[src/rtl/ps2_keyboard.sv]
// PS/2 keyboard receiver: conditions the raw clock/data pins, deserialises 11-bit
// frames and folds E0/F0 prefixes into single make/break scan-code events.
module ps2_keyboard #(
    parameter int FILTER  = 16,
    parameter int TIMEOUT = 56000
) (
    input  logic       clock,
    input  logic       reset,
    input  logic       ps2Ck,
    input  logic       ps2D,
    output logic       kstb,
    output logic       make,
    output logic [7:0] code,
    output logic       ext,
    output logic       err
);

    typedef enum logic [1:0] {
        ST_IDLE   = 2'd0,
        ST_DATA   = 2'd1,
        ST_PARITY = 2'd2,
        ST_STOP   = 2'd3
    } state_t;

    localparam logic [6:0]  FILT_LAST = 7'(FILTER - 1);
    localparam logic [15:0] TO_LIMIT  = 16'(TIMEOUT);

    function automatic logic parity_ok(input logic [7:0] data, input logic par);
        return ^{data, par};
    endfunction

    logic        ck_meta_r, ck_sync_r, d_meta_r, d_sync_r;
    logic        fck_r, fall_r, bit_r;
    logic [6:0]  filt_cnt_r;
    logic [15:0] to_cnt_r;
    state_t      state_r, state_nx_s;
    logic [7:0]  sr_r, sr_nx_s;
    logic [2:0]  bit_cnt_r, bit_cnt_nx_s;
    logic        par_ok_r, par_ok_nx_s;
    logic        accept_s, bad_s, timeout_s;
    logic        brk_r, extf_r;
    logic        kstb_r, make_r, ext_r, err_r;
    logic [7:0]  code_r;

    assign kstb = kstb_r;
    assign make = make_r;
    assign code = code_r;
    assign ext  = ext_r;
    assign err  = err_r;

    // Two-flop synchronisers; idle PS/2 lines are high.
    always_ff @(posedge clock or negedge reset) begin
        if (!reset) begin
            ck_meta_r <= 1'b1;
            ck_sync_r <= 1'b1;
            d_meta_r  <= 1'b1;
            d_sync_r  <= 1'b1;
        end else begin
            ck_meta_r <= ps2Ck;
            ck_sync_r <= ck_meta_r;
            d_meta_r  <= ps2D;
            d_sync_r  <= d_meta_r;
        end
    end

    // Clock de-glitch filter; the data bit is captured with the filtered falling edge.
    always_ff @(posedge clock or negedge reset) begin
        if (!reset) begin
            fck_r      <= 1'b1;
            filt_cnt_r <= 7'd0;
            fall_r     <= 1'b0;
            bit_r      <= 1'b1;
        end else if (ck_sync_r == fck_r) begin
            filt_cnt_r <= 7'd0;
            fall_r     <= 1'b0;
        end else if (filt_cnt_r == FILT_LAST) begin
            fck_r      <= ~fck_r;
            filt_cnt_r <= 7'd0;
            fall_r     <= fck_r;
            bit_r      <= d_sync_r;
        end else begin
            filt_cnt_r <= filt_cnt_r + 7'd1;
            fall_r     <= 1'b0;
        end
    end

    // Frame timeout counter, restarted by every filtered falling edge.
    always_ff @(posedge clock or negedge reset) begin
        if (!reset) begin
            to_cnt_r <= 16'd0;
        end else if (state_r == ST_IDLE || fall_r) begin
            to_cnt_r <= 16'd0;
        end else begin
            to_cnt_r <= to_cnt_r + 16'd1;
        end
    end

    assign timeout_s = (state_r != ST_IDLE) && (to_cnt_r == TO_LIMIT);

    // Frame FSM next-state; a timeout overrides any coincident falling edge.
    always_comb begin
        state_nx_s   = state_r;
        sr_nx_s      = sr_r;
        bit_cnt_nx_s = bit_cnt_r;
        par_ok_nx_s  = par_ok_r;
        accept_s     = 1'b0;
        bad_s        = 1'b0;
        if (timeout_s) begin
            state_nx_s = ST_IDLE;
        end else if (fall_r) begin
            case (state_r)
                ST_IDLE: begin
                    if (!bit_r) begin
                        state_nx_s   = ST_DATA;
                        bit_cnt_nx_s = 3'd0;
                    end else begin
                        state_nx_s = ST_IDLE;
                    end
                end
                ST_DATA: begin
                    sr_nx_s      = {bit_r, sr_r[7:1]};
                    bit_cnt_nx_s = bit_cnt_r + 3'd1;
                    if (bit_cnt_r == 3'd7) begin
                        state_nx_s = ST_PARITY;
                    end else begin
                        state_nx_s = ST_DATA;
                    end
                end
                ST_PARITY: begin
                    par_ok_nx_s = parity_ok(sr_r, bit_r);
                    state_nx_s  = ST_STOP;
                end
                ST_STOP: begin
                    if (bit_r && par_ok_r) begin
                        accept_s = 1'b1;
                    end else begin
                        bad_s = 1'b1;
                    end
                    state_nx_s = ST_IDLE;
                end
                default: state_nx_s = ST_IDLE;
            endcase
        end else begin
            state_nx_s = state_r;
        end
    end

    // Frame FSM state and shift register.
    always_ff @(posedge clock or negedge reset) begin
        if (!reset) begin
            state_r   <= ST_IDLE;
            sr_r      <= 8'h00;
            bit_cnt_r <= 3'd0;
            par_ok_r  <= 1'b0;
        end else begin
            state_r   <= state_nx_s;
            sr_r      <= sr_nx_s;
            bit_cnt_r <= bit_cnt_nx_s;
            par_ok_r  <= par_ok_nx_s;
        end
    end

    // Prefix tracking and event outputs; any failed frame drops pending prefixes.
    always_ff @(posedge clock or negedge reset) begin
        if (!reset) begin
            kstb_r <= 1'b0;
            err_r  <= 1'b0;
            make_r <= 1'b0;
            ext_r  <= 1'b0;
            code_r <= 8'h00;
            brk_r  <= 1'b0;
            extf_r <= 1'b0;
        end else begin
            kstb_r <= 1'b0;
            err_r  <= 1'b0;
            if (timeout_s || bad_s) begin
                err_r  <= 1'b1;
                brk_r  <= 1'b0;
                extf_r <= 1'b0;
            end else if (accept_s) begin
                case (sr_r)
                    8'hF0: brk_r  <= 1'b1;
                    8'hE0: extf_r <= 1'b1;
                    default: begin
                        kstb_r <= 1'b1;
                        code_r <= sr_r;
                        make_r <= ~brk_r;
                        ext_r  <= extf_r;
                        brk_r  <= 1'b0;
                        extf_r <= 1'b0;
                    end
                endcase
            end
        end
    end

endmodule

[config.mk]
export PLATFORM = sky130hd
export DESIGN_NAME = ps2_keyboard
export DESIGN_NICKNAME = d
export VERILOG_FILES = /design/src/rtl/ps2_keyboard.sv
export SDC_FILE = /design/constraint.sdc
export NUM_CORES = 1
export LEC_CHECK = 0
export CORE_MARGIN = 2
export CORE_UTILIZATION = 58
export CTS_BUF_LIST = sky130_fd_sc_hd__clkbuf_8
export CTS_CLUSTER_DIAMETER = 30
export DETAILED_ROUTE_END_ITERATION = 12
export GPL_TIMING_DRIVEN = 0
export MAX_ROUTING_LAYER = met4
export PLACE_DENSITY = 0.78
export SKIP_CTS_REPAIR_TIMING = 1
export SLEW_MARGIN = 5
export SYNTH_ARGS = -nofsm -noshare
export SYNTH_HDL_FRONTEND = slang
export SYNTH_SLANG_ARGS = --single-unit
[constraint.sdc]
create_clock -name clock -period 2.15 [get_ports clock]
set_input_delay 0.3225 -clock clock [delete_from_list [all_inputs] [get_ports clock]]
set_output_delay 0.3225 -clock clock [all_outputs]
set_load 0.005 [all_outputs]
==> results.yml <==
outcome:
  status: "complete, but fails checks"
  violations: "negative hold slack"
clock_network:
  tritoncts: "built"
  clk_pin_slew_ns: 0.06
  cts-htree-levels: 3
  cts_max_path_buffers: 2
  clock-sinks: 58
  root_buffer: "clkbuf_8"
  clk_latency_ns: 0.34
  cts_inserted_buffers: 9
route:
  vias: 1710
  initialDrtViolationCount: 142
  first_pass_iters: 4
  wl_per_cell_microns: 14.0
  postRouteWirelength_mm: 4.28
  vias_per_cell: 5.59
  ant_nets: 0
  route.detailed.drc: 0
setup_path:
  cp-end-kind: "register"
  cpPeakStageDelay_ns: 0.54
  crit_path_top_delay_cell: "or4b_1"
  worstSetupPathType: "reg -> reg"
  crit_fanout: 10
  startpoint_type: "register"
  cp.arrival_ns: 2.32
  r2r_start: "to_cnt_r[4]"
  worstPathRequired_ns: 2.36
  cp-startpoint: "to_cnt_r[4]"
  crit_chain: "or4b_1 -> nor4_1 -> and4_1 -> or3_1 -> buf_6 -> mux2_1"
timing:
  maxSlewHeadroom_pct: 59.4
  rsz0062_at_grt: "true"
  finClkSkew_ns: 0.00788
  tightest_slew_ns: 0.609
  slew_violations: 0
  finalCritPeriodShare_pct: 97.9
  fmax_mhz: 475
  fin_crit_ns: 2.11
  final.setup.worst_slack_ns: 0.0448
  timing.hold.ws_ns: -0.00778
  finalSetupViolations: 0
  hold_viol_final: 12
floorplanning:
  dieHeight_microns: 70.5
  start_util_pct: 59.7
  placementRows: 24
  ioPinCount: 16
  core-area_sq_mm: 0.00429
  die_width_microns: 70.5
  die_area_sq_mm: 0.00497
synthesis:
  avgSynthCellArea_sq_um: 11.6
  syn_area_sq_mm: 0.00256
  yosys_warnings: 0
  synth_top_area_share_pct: 50.7
  synthCells: 221
  synthTopCellsByArea: "dfrtp_1 51%, dfstp_2 6.1%, xnor2_1 5.5%, mux2_4 4.1%, nor2_1 3.8%"
  ys_seq_elements: 58
  synth_seq_area_share_pct: 56.9
  yosysTopAreaCell: "dfrtp_1"
  ys_types: 37
  syn_nets: 230
pwr:
  power_frac_seq_pct: 52.8
  pwr-share-comb_pct: 1.8
  peakVddDrop_v: 0.000525
  pwr_density_cell_mw_per_mm2: 700
  p_sw_uw: 435
  p_int_uw: 1660
  switching_share_pct: 20.7
  p_leak_uw: 0.00136
  clkPwrFrac_pct: 45.3
placed_design:
  dp_slack_ns: -0.0191
  hpwl_mm: 3.01
  place_area_sq_mm: 0.00280
  gp_congestion: 0.821
  numPortBuffers: 15
layout:
  final_layout_size_suffix_gt1_share_pct: 15.4
  n_antenna_cell: 0
  multi_input_area_sq_mm: 0.00104
  design_area_sq_mm: 0.00300
  area_growth_pct: 16.9
  n_fill_cell: 330
  seq_area_sq_mm: 0.00146
  fin_nets: 259
grt:
  grt_pass1_vias: 1663
  grt_max_degree: 32
  grt_usage_pct: 21.0
  grt_first_pass_wirelength_mm: 7.56
  antenna_found_initial: 0
  overflow: 0
hold_path:
  min_path_type: "in -> async"
flow_run:
  maxCapViolations: 0
## power groups by stage
stage	Combinational [uW]	Clock [uW]	Sequential, uW
4_1_cts	41.2	968	1110
5_1_grt	47.0	1010	1110
3_3_place_gp	37.1	0	1130
3_5_place_dp	41.3	0	1130
2_1_floorplan	9.35	0	1130
6_report	38.6	952	1110
## area by class of cell
cell class              count  area share [%]
repair buffers             18            6.01
multi-input cells         150            34.8
inverters                   7           0.876
plain buffers               6            1.34
clock buffers              10            4.59
flip-flops and latches     58            48.6
well taps                  52            2.17
clock inverters             5            1.59
## sequential cells by signal (all words and copies together) (netlist names), 2 cells and up
signal and cells:
to_cnt_r 16, filt_cnt_r 7, bit_cnt_r 3, state_r 2, sr_r 8, code 8
## cell families (layout without fill, tap and decap cells)
logic type	Yosys count	after routing	share of synthesized area (%)
multiplexers	18	18	8.88
buffers and inverters	13	46	2.44
XOR/XNOR	25	25	8.54
flip-flops	58	58	56.9
AND/OR/NAND/NOR	81	81	16.0
AO/OA/AOI/OAI	21	21	4.88
adder cells (fa/ha/maj)	5	5	2.44
## through the flow
step | hold WS, ns | power (uW) | utilization [%] | std cells | setup TNS, ns
final | -0.00778 | 2100 | 69.8 | 306 | 0
after global routing | 0.0485 | 2170 | 69.8 | 306 | -0.258
after CTS | 0.00889 | 2120 | 69.4 | 304 | -0.198
after detailed placement | 0.350 | 1170 | 65.1 | 289 | -0.0657
after global placement | 0.346 | 1160 | 64.7 | 288 | -52.16
after floorplan | 0.0269 | 1140 | - | 221 | 0
## metal layers
| layer | track usage [%] | wire [microns] | part of all wire [%] |
|---|---|---|---|
| met1 | 26.7 | 2000 | 47 |
| met2 | 30.4 | 1990 | 46 |
| met3 | 6.93 | 205 | 4.8 |
| met4 | 10.0 | 82 | 1.9 |
| met5 | - | 0 | 0 |
## worst max-delay path: cells and delay by family (launching register included)
family	cells	cell delay (ns)
and+or+nand+nor	4	1.08
muxes	1	0.33
buffers and inverters	1	0.15
DFF	1	0.40
## cells in the final DEF (no fill, tap or decap), types with 2 or more instances in the layout
master / count
a21oi_1: 7
dfrtp_1: 52
mux2_4: 7
buf_4: 2
clkinv_2: 2
nor4_1: 2
nor2b_1: 3
inv_1: 8
xnor2_1: 16
buf_6: 2
or3_1: 5
nor2_1: 26
nor3b_1: 2
nor3_1: 5
nand4_1: 4
nand2_1: 14
mux2_2: 2
buf_2: 3
ha_1: 5
or2_2: 2
nand3_1: 7
clkdlybuf4s50_1: 14
dfstp_2: 6
a22o_1: 3
and4_1: 3
xor2_1: 9
and2_1: 3
clkbuf_8: 10
and3_1: 2
o21ai_0: 8
mux2_1: 8
clkbuf_1: 2
## cell usage after synthesis
library cell,count
mux2i_1,1
a21oi_1,7
inv_2,1
o31ai_1,1
or4b_1,1
nor2_1,26
o21ai_0,8
nand2_1,14
nand4_1,4
and3_1,2
a31oi_1,1
nor3b_1,2
or2_2,2
and4_1,3
or4_1,1
and2_1,3
mux2_1,8
nor2b_1,3
buf_6,1
nor3_1,5
mux2_2,2
dfstp_2,6
clkbuf_1,2
inv_1,6
nand4b_1,1
buf_2,2
mux2_4,7
o32a_1,1
dfrtp_1,52
or3_1,5
nand3_1,7
buf_4,1
nor4_1,2
ha_1,5
xor2_1,9
a22o_1,3
xnor2_1,16
## final timing paths
check | endpoint | slack [ns] | cells after the start
min in group clock | d_sync_r | 0.36 | 0
hold reg to reg | d_sync_r | 0.36 | 0
hold / removal | to_cnt_r[7] | -0.008 | 1
setup reg to reg | code[1] | 0.04 | 6
setup / recovery | code[1] | 0.04 | 6
max in group asynchronous | code[1] | 1.58 | 2
Note: power is estimated with default switching activity, not from simulation.
